### src/rtl/lvds_rx_pkg.sv
// Shared encodings and defaults for the LVDS DDR receive framer.
package lvds_rx_pkg;

   typedef enum logic [1:0] {
      HUNT = 2'b00,
      I_PH = 2'b01,
      Q_PH = 2'b11
   } rx_state_t;

   localparam logic [1:0]  DEF_I_SYNC      = 2'b10;
   localparam logic [1:0]  DEF_Q_SYNC      = 2'b01;
   localparam int unsigned DEF_SAMPLE_W    = 13;
   localparam int unsigned DEF_CNT_W       = 16;
   localparam int unsigned DEF_LOCK_FRAMES = 4;

   // Dibits per half-frame: sync dibit + sample + one pad bit.
   function automatic int unsigned half_dibits(input int unsigned sample_w);
      return (sample_w + 3) / 2;
   endfunction

endpackage

### src/rtl/lvds_sat_counter.sv
// Saturating up-counter with synchronous clear taking priority over increment.
module lvds_sat_counter
   import lvds_rx_pkg::*;
#(
   parameter int unsigned W = DEF_CNT_W
) (
   input  logic         clk,
   input  logic         rst_b,
   input  logic         clr,
   input  logic         inc,
   output logic [W-1:0] cnt
);

   always_ff @(posedge clk or negedge rst_b) begin
      if (!rst_b) begin
         cnt <= '0;
      end else if (clr) begin
         cnt <= '0;
      end else if (inc && (cnt != '1)) begin
         cnt <= cnt + 1'b1;
      end
   end

endmodule

### src/rtl/lvds_rx_framer.sv
// Lock-qualified I/Q deserializer for the 2-bit DDR LVDS sample stream.
// Define LVDS_RX_FRAMER_STATS_EN to build the sync-error and overflow counters.
module lvds_rx_framer
   import lvds_rx_pkg::*;
#(
   parameter int unsigned SAMPLE_W    = DEF_SAMPLE_W,
   parameter logic [1:0]  I_SYNC      = DEF_I_SYNC,
   parameter logic [1:0]  Q_SYNC      = DEF_Q_SYNC,
   parameter int unsigned LOCK_FRAMES = DEF_LOCK_FRAMES,
   parameter int unsigned CNT_W       = DEF_CNT_W
) (
   input  logic                      i_ddr_clk,
   input  logic                      i_rst_b,
   input  logic [1:0]                i_ddr_data,
   input  logic                      i_sync_input,
   input  logic                      i_cnt_clear,
   input  logic                      i_fifo_full,
   output logic                      o_fifo_write_clk,
   output logic                      o_fifo_push,
   output logic [2*(SAMPLE_W+3)-1:0] o_fifo_data,
   output logic                      o_locked,
   output logic [CNT_W-1:0]          o_sync_err_cnt,
   output logic [CNT_W-1:0]          o_ovf_cnt,
   output logic [1:0]                o_debug_state
);

   localparam int unsigned HALF = half_dibits(SAMPLE_W);
   localparam int unsigned DC_W = $clog2(HALF);
   localparam int unsigned GC_W = $clog2(LOCK_FRAMES + 1);

   localparam logic [DC_W-1:0] LAST_I   = DC_W'(HALF - 1);
   localparam logic [DC_W-1:0] LAST_DAT = DC_W'(HALF - 2);
   localparam logic [GC_W-1:0] LOCK_MAX = GC_W'(LOCK_FRAMES);

   rx_state_t           state;
   logic [DC_W-1:0]     dib_cnt;
   logic [GC_W-1:0]     good_cnt;
   logic [SAMPLE_W-1:0] i_smp;
   logic [SAMPLE_W-2:0] q_smp;
   logic                r_mark;
   logic                expect_q;

   logic sync_err_c;
   logic frame_done_c;
   logic lock_next_c;
   logic ovf_c;

   assign o_fifo_write_clk = i_ddr_clk;
   assign o_debug_state    = state;

   // Frame events decoded from the current state and incoming dibit.
   always_comb begin
      sync_err_c   = 1'b0;
      frame_done_c = 1'b0;
      case (state)
         HUNT:    sync_err_c   = expect_q && (i_ddr_data != I_SYNC);
         I_PH:    sync_err_c   = (dib_cnt == LAST_I) && (i_ddr_data != Q_SYNC);
         Q_PH:    frame_done_c = (dib_cnt == LAST_DAT);
         default: ;
      endcase
   end

   assign lock_next_c = o_locked || (good_cnt >= (LOCK_MAX - 1'b1));
   assign ovf_c       = frame_done_c && lock_next_c && i_fifo_full;

   always_ff @(posedge i_ddr_clk or negedge i_rst_b) begin
      if (!i_rst_b) begin
         state       <= HUNT;
         dib_cnt     <= '0;
         good_cnt    <= '0;
         i_smp       <= '0;
         q_smp       <= '0;
         r_mark      <= 1'b0;
         expect_q    <= 1'b0;
         o_locked    <= 1'b0;
         o_fifo_push <= 1'b0;
         o_fifo_data <= '0;
      end else begin
         o_fifo_push <= 1'b0;
         if (sync_err_c) begin
            o_locked <= 1'b0;
            good_cnt <= '0;
         end
         case (state)
            HUNT: begin
               expect_q <= 1'b0;
               dib_cnt  <= '0;
               if (i_ddr_data == I_SYNC) begin
                  state  <= I_PH;
                  r_mark <= i_sync_input;
               end
            end
            I_PH: begin
               dib_cnt <= dib_cnt + 1'b1;
               if (dib_cnt == LAST_I) begin
                  dib_cnt <= '0;
                  state   <= (i_ddr_data == Q_SYNC) ? Q_PH : HUNT;
               end else if (dib_cnt == LAST_DAT) begin
                  // Last I dibit: keep the sample LSB, drop the wire pad bit.
                  i_smp <= {i_smp[SAMPLE_W-2:0], i_ddr_data[1]};
               end else begin
                  i_smp <= {i_smp[SAMPLE_W-3:0], i_ddr_data};
               end
            end
            Q_PH: begin
               dib_cnt <= dib_cnt + 1'b1;
               if (frame_done_c) begin
                  state    <= HUNT;
                  expect_q <= 1'b1;
                  dib_cnt  <= '0;
                  good_cnt <= (good_cnt == LOCK_MAX) ? good_cnt : good_cnt + 1'b1;
                  o_locked <= lock_next_c;
                  if (lock_next_c && !i_fifo_full) begin
                     o_fifo_push <= 1'b1;
                     o_fifo_data <= {I_SYNC, i_smp, r_mark, Q_SYNC, q_smp, i_ddr_data[1], 1'b0};
                  end
               end else begin
                  q_smp <= {q_smp[SAMPLE_W-4:0], i_ddr_data};
               end
            end
            default: state <= HUNT;
         endcase
      end
   end

   logic cnt_clr;
   logic err_inc;
   logic ovf_inc;

`ifdef LVDS_RX_FRAMER_STATS_EN
   assign cnt_clr = i_cnt_clear;
   assign err_inc = sync_err_c;
   assign ovf_inc = ovf_c;
`else
   logic unused_stats;
   assign unused_stats = i_cnt_clear | ovf_c;
   assign cnt_clr      = 1'b0;
   assign err_inc      = 1'b0;
   assign ovf_inc      = 1'b0;
`endif

   lvds_sat_counter #(.W(CNT_W)) u_sync_err_cnt (
      .clk   (i_ddr_clk),
      .rst_b (i_rst_b),
      .clr   (cnt_clr),
      .inc   (err_inc),
      .cnt   (o_sync_err_cnt)
   );

   lvds_sat_counter #(.W(CNT_W)) u_ovf_cnt (
      .clk   (i_ddr_clk),
      .rst_b (i_rst_b),
      .clr   (cnt_clr),
      .inc   (ovf_inc),
      .cnt   (o_ovf_cnt)
   );

endmodule

### config.mk
export PLATFORM = sky130hd
export DESIGN_NAME = lvds_rx_framer
export DESIGN_NICKNAME = d
export VERILOG_FILES = /design/src/rtl/lvds_rx_pkg.sv /design/src/rtl/lvds_sat_counter.sv /design/src/rtl/lvds_rx_framer.sv
export SDC_FILE = /design/constraint.sdc
export NUM_CORES = 1
export LEC_CHECK = 0
export CAP_MARGIN = 20
export CORE_UTILIZATION = 45
export CTS_BUF_LIST = sky130_fd_sc_hd__clkbuf_16
export CTS_CLUSTER_SIZE = 30
export DETAILED_ROUTE_END_ITERATION = 10
export GPL_ROUTABILITY_DRIVEN = 0
export PLACE_DENSITY = 0.69
export SYNTH_ARGS = -nofsm -noshare
export SYNTH_HDL_FRONTEND = slang
export SYNTH_HIERARCHICAL = 1
export SYNTH_SLANG_ARGS = --single-unit
### constraint.sdc
create_clock -name i_ddr_clk -period 6.1 [get_ports i_ddr_clk]
set_clock_uncertainty 0.15 [all_clocks]
set_input_delay 0.915 -clock i_ddr_clk [delete_from_list [all_inputs] [get_ports i_ddr_clk]]
set_output_delay 0.915 -clock i_ddr_clk [all_outputs]
set_load 0.02 [all_outputs]
==> results.sh <==
export IMPL_worst_setup_path_type="clock port to primary output"
export IMPL_drive_above_1_share=0.1667
export IMPL_cts_resized=0
export IMPL_die_h_um=104.4
export IMPL_final_cell_mix="dfrtp_1 (97), clkdlybuf4s50_1 (70), a21oi_1 (38), mux2_2 (32), nor2_1 (25)"
export IMPL_overflow=0
export IMPL_ys_seq_area_frac=0.5140
export IMPL_path_max_fanout=2
export IMPL_drtIter0Drc=153
export IMPL_status="finished clean"
export IMPL_grt_max_degree=71
export IMPL_final_antenna_net_count=0
export IMPL_rr_startpoint="dib_cnt[0]$_DFFE_PN0P_"
export IMPL_path_cells="clkbuf_16 > clkbuf_16 > clkdlybuf4s50_1"
export IMPL_hold_buffers=0
export IMPL_startpoint_type="clock port"
export IMPL_final_util=0.5807
export IMPL_syn2layout_area_growth_pct=25.81
export IMPL_hold_viol_final=0
export IMPL_ys_top_cells_by_area="dfrtp_1 (51%), mux2_2 (7.6%), a21oi_1 (4.0%)"
export IMPL_arrival_ps=3820
export IMPL_switchingPower_uw=541.6
export IMPL_end_kind="primary output"
export IMPL_final_common_cell="dfrtp_1"
export IMPL_postCtsSetupBuffers=0
export IMPL_worst_slew_pin_slew_ps=895.9
export IMPL_pwr_share_comb=0.174
export IMPL_r2r_setup_slack_ps=3460
export IMPL_dp_hpwl_mm=5.974
export IMPL_rsz0062_at_grt="no"
export IMPL_ioPinCount=76
export IMPL_reg2reg_depth=6
export IMPL_max_slew_margin=0.4027
export IMPL_row_count=37
export IMPL_cap_violations=0
export IMPL_max_stage_delay_ps=530
export IMPL_cts_tree="done"
export IMPL_yosys_area_top_type="dfrtp_1"
export IMPL_p_seq_frac=0.439
export IMPL_wl_mm=9.141
export IMPL_grt_pass1_vias=3273
export IMPL_ir_drop_v=0.0003334
export IMPL_grt_pass1_wl_mm=15.61
export IMPL_crit_required_ps=5030
export IMPL_die_w_um=104.4
export IMPL_clk_latency_ps=450
export IMPL_critPathSlowestCell="clkdlybuf4s50_1"
export IMPL_p_sw_frac=0.2800
export IMPL_synth_ff_type="dfrtp_1"
export IMPL_coreArea_mm2=0.01023
export IMPL_syn_inst=415
export IMPL_dieArea_mm2=0.01091
export IMPL_viasPerCell=5.407
export IMPL_report_final_slew_viol_count=0
export IMPL_place_port_buffers=71
export IMPL_synth_area_mm2=0.004722
export IMPL_regToRegEndpoint="o_fifo_data[20]$_DFFE_PN0P_"
export IMPL_min_path_type="input pin to asynchronous set/reset pin"
export IMPL_num_antenna_cells=0
export IMPL_yosysTopAreaCellShare=0.5140
export IMPL_setup_tns_ps=0
export IMPL_synthArstFlopShare=1.000
export IMPL_firstDrtPassIters=4
export IMPL_crit_path_frequent_cell="clkbuf_16"
export IMPL_syn_area_per_cell_um2=11.38
export IMPL_p_leak_uw=0.002650
export IMPL_grt_antenna_before_repair=0
export IMPL_setup_violations=0
export IMPL_yosys_warnings=6
export IMPL_internal_power_uw=1393
export IMPL_clk_pin_slew_ps=60
export IMPL_ys_ff_latch=97
export IMPL_grtUsageTotal=0.1790
export IMPL_pwr_share_clk=0.387
export IMPL_nNetsFinal=508
export IMPL_remaining_drc_errors=0
export IMPL_powerDensity_mw_per_mm2=325.6
export IMPL_initial_core_util=0.4615
export IMPL_ys_types=46
export IMPL_wl_per_cell_um=14.42
export IMPL_synth_edf_count=0
export IMPL_vias=3428
==> cell usage after synthesis (4+ instances only) <==
cell type	number
a21oi_1	38
and3_1	4
and4_2	4
buf_2	4
buf_4	7
buf_6	4
clkbuf_1	9
dfrtp_1	97
ha_1	8
inv_1	13
mux2_1	8
mux2_2	32
mux2_4	8
mux2i_1	13
nand2_1	23
nand3_1	11
nand4_1	12
nor2_1	25
nor2b_1	8
nor4_1	8
o21ai_0	8
o21ai_1	6
o31ai_1	14
or3_1	4
or4_1	10
or4_2	4
==> critical path, delay by kind of cell <==
family,cells,cell delay [ps]
buffers and inverters,3,780
==> logic make-up after synthesis <==
| group | share of synthesized area |
|---|---|
| other | 0.0007942 |
| AOI/OAI and AO/OA | 0.1065 |
| muxes | 0.1484 |
| adders and majority gates | 0.02120 |
| DFF | 0.5140 |
| buffers and inverters | 0.04239 |
| and+or+nand+nor | 0.1667 |
==> state kept, by name, indices dropped and copies added (netlist names), 2 cells and up <==
register and cells:
dib_cnt 3, u_sync_err_cnt/cnt 16, i_smp 13, good_cnt 3, o_debug_state 2, o_fifo_data 28, q_smp 12, u_ovf_cnt/cnt 16
==> cell type report <==
class                      instances  area [µm²]
clock buffer                      13       310.3
clock inverter                     7       110.1
fill                             871        4290
inverter                          13       48.80
multi-input combinational        295        2153
sequential                        97        2427
tap                              136       170.2
timing repair buffer              73       720.7
==> routing by layer <==
layer / GRT usage / part of all wire / up-vias
met1: 0.2379 / 0.47 / 1669
li1: - / - / 1664
met4: 0.07857 / 0.015 / 0
met2: 0.2777 / 0.48 / 83
met5: 0 / 0 / -
met3: 0.04386 / 0.040 / 12
==> through the flow <==
step / cell area, µm² / hold slack [ps] / std cells / setup slack [ps] / total power [µW]
global placement: 5530 / 326.4 / 615 / 1477 / 1198
global route: 5941 / 232.2 / 634 / 1207 / 2050
finish: 5941 / 220.0 / 634 / 1212 / 1934
CTS: 5941 / 220.4 / 634 / 1208 / 1960
floorplan: 4775 / 323.6 / 429 / 1851 / 1108
detailed placement: 5530 / 339.9 / 615 / 1477 / 1219
==> power by group through the flow <==
| stage | registers [µW] | clock network (µW) | logic, µW |
|---|---|---|---|
| final | 849 | 749 | 336 |
| after CTS | 850 | 772 | 338 |
| after global placement | 854 | 22.0 | 322 |
| after global routing | 867 | 799 | 384 |
| after detailed placement | 861 | 22.0 | 336 |
| after floorplan | 847 | 19.2 | 242 |
==> worst max-delay path by stage <==
stage | end | from | slack, ps | cells past startpoint
6_report | o_fifo_write_clk | i_ddr_clk | 1210 | 3
5_1_grt | o_fifo_write_clk | i_ddr_clk | 1210 | 3
4_1_cts | o_fifo_write_clk | i_ddr_clk | 1210 | 3
3_5_place_dp | o_fifo_write_clk | i_ddr_clk | 1480 | 1
3_3_place_gp | o_fifo_write_clk | i_ddr_clk | 1480 | 1
2_1_floorplan | o_fifo_write_clk | i_ddr_clk | 1850 | 1
No activity file was read; power rests on OpenSTA's default activity.
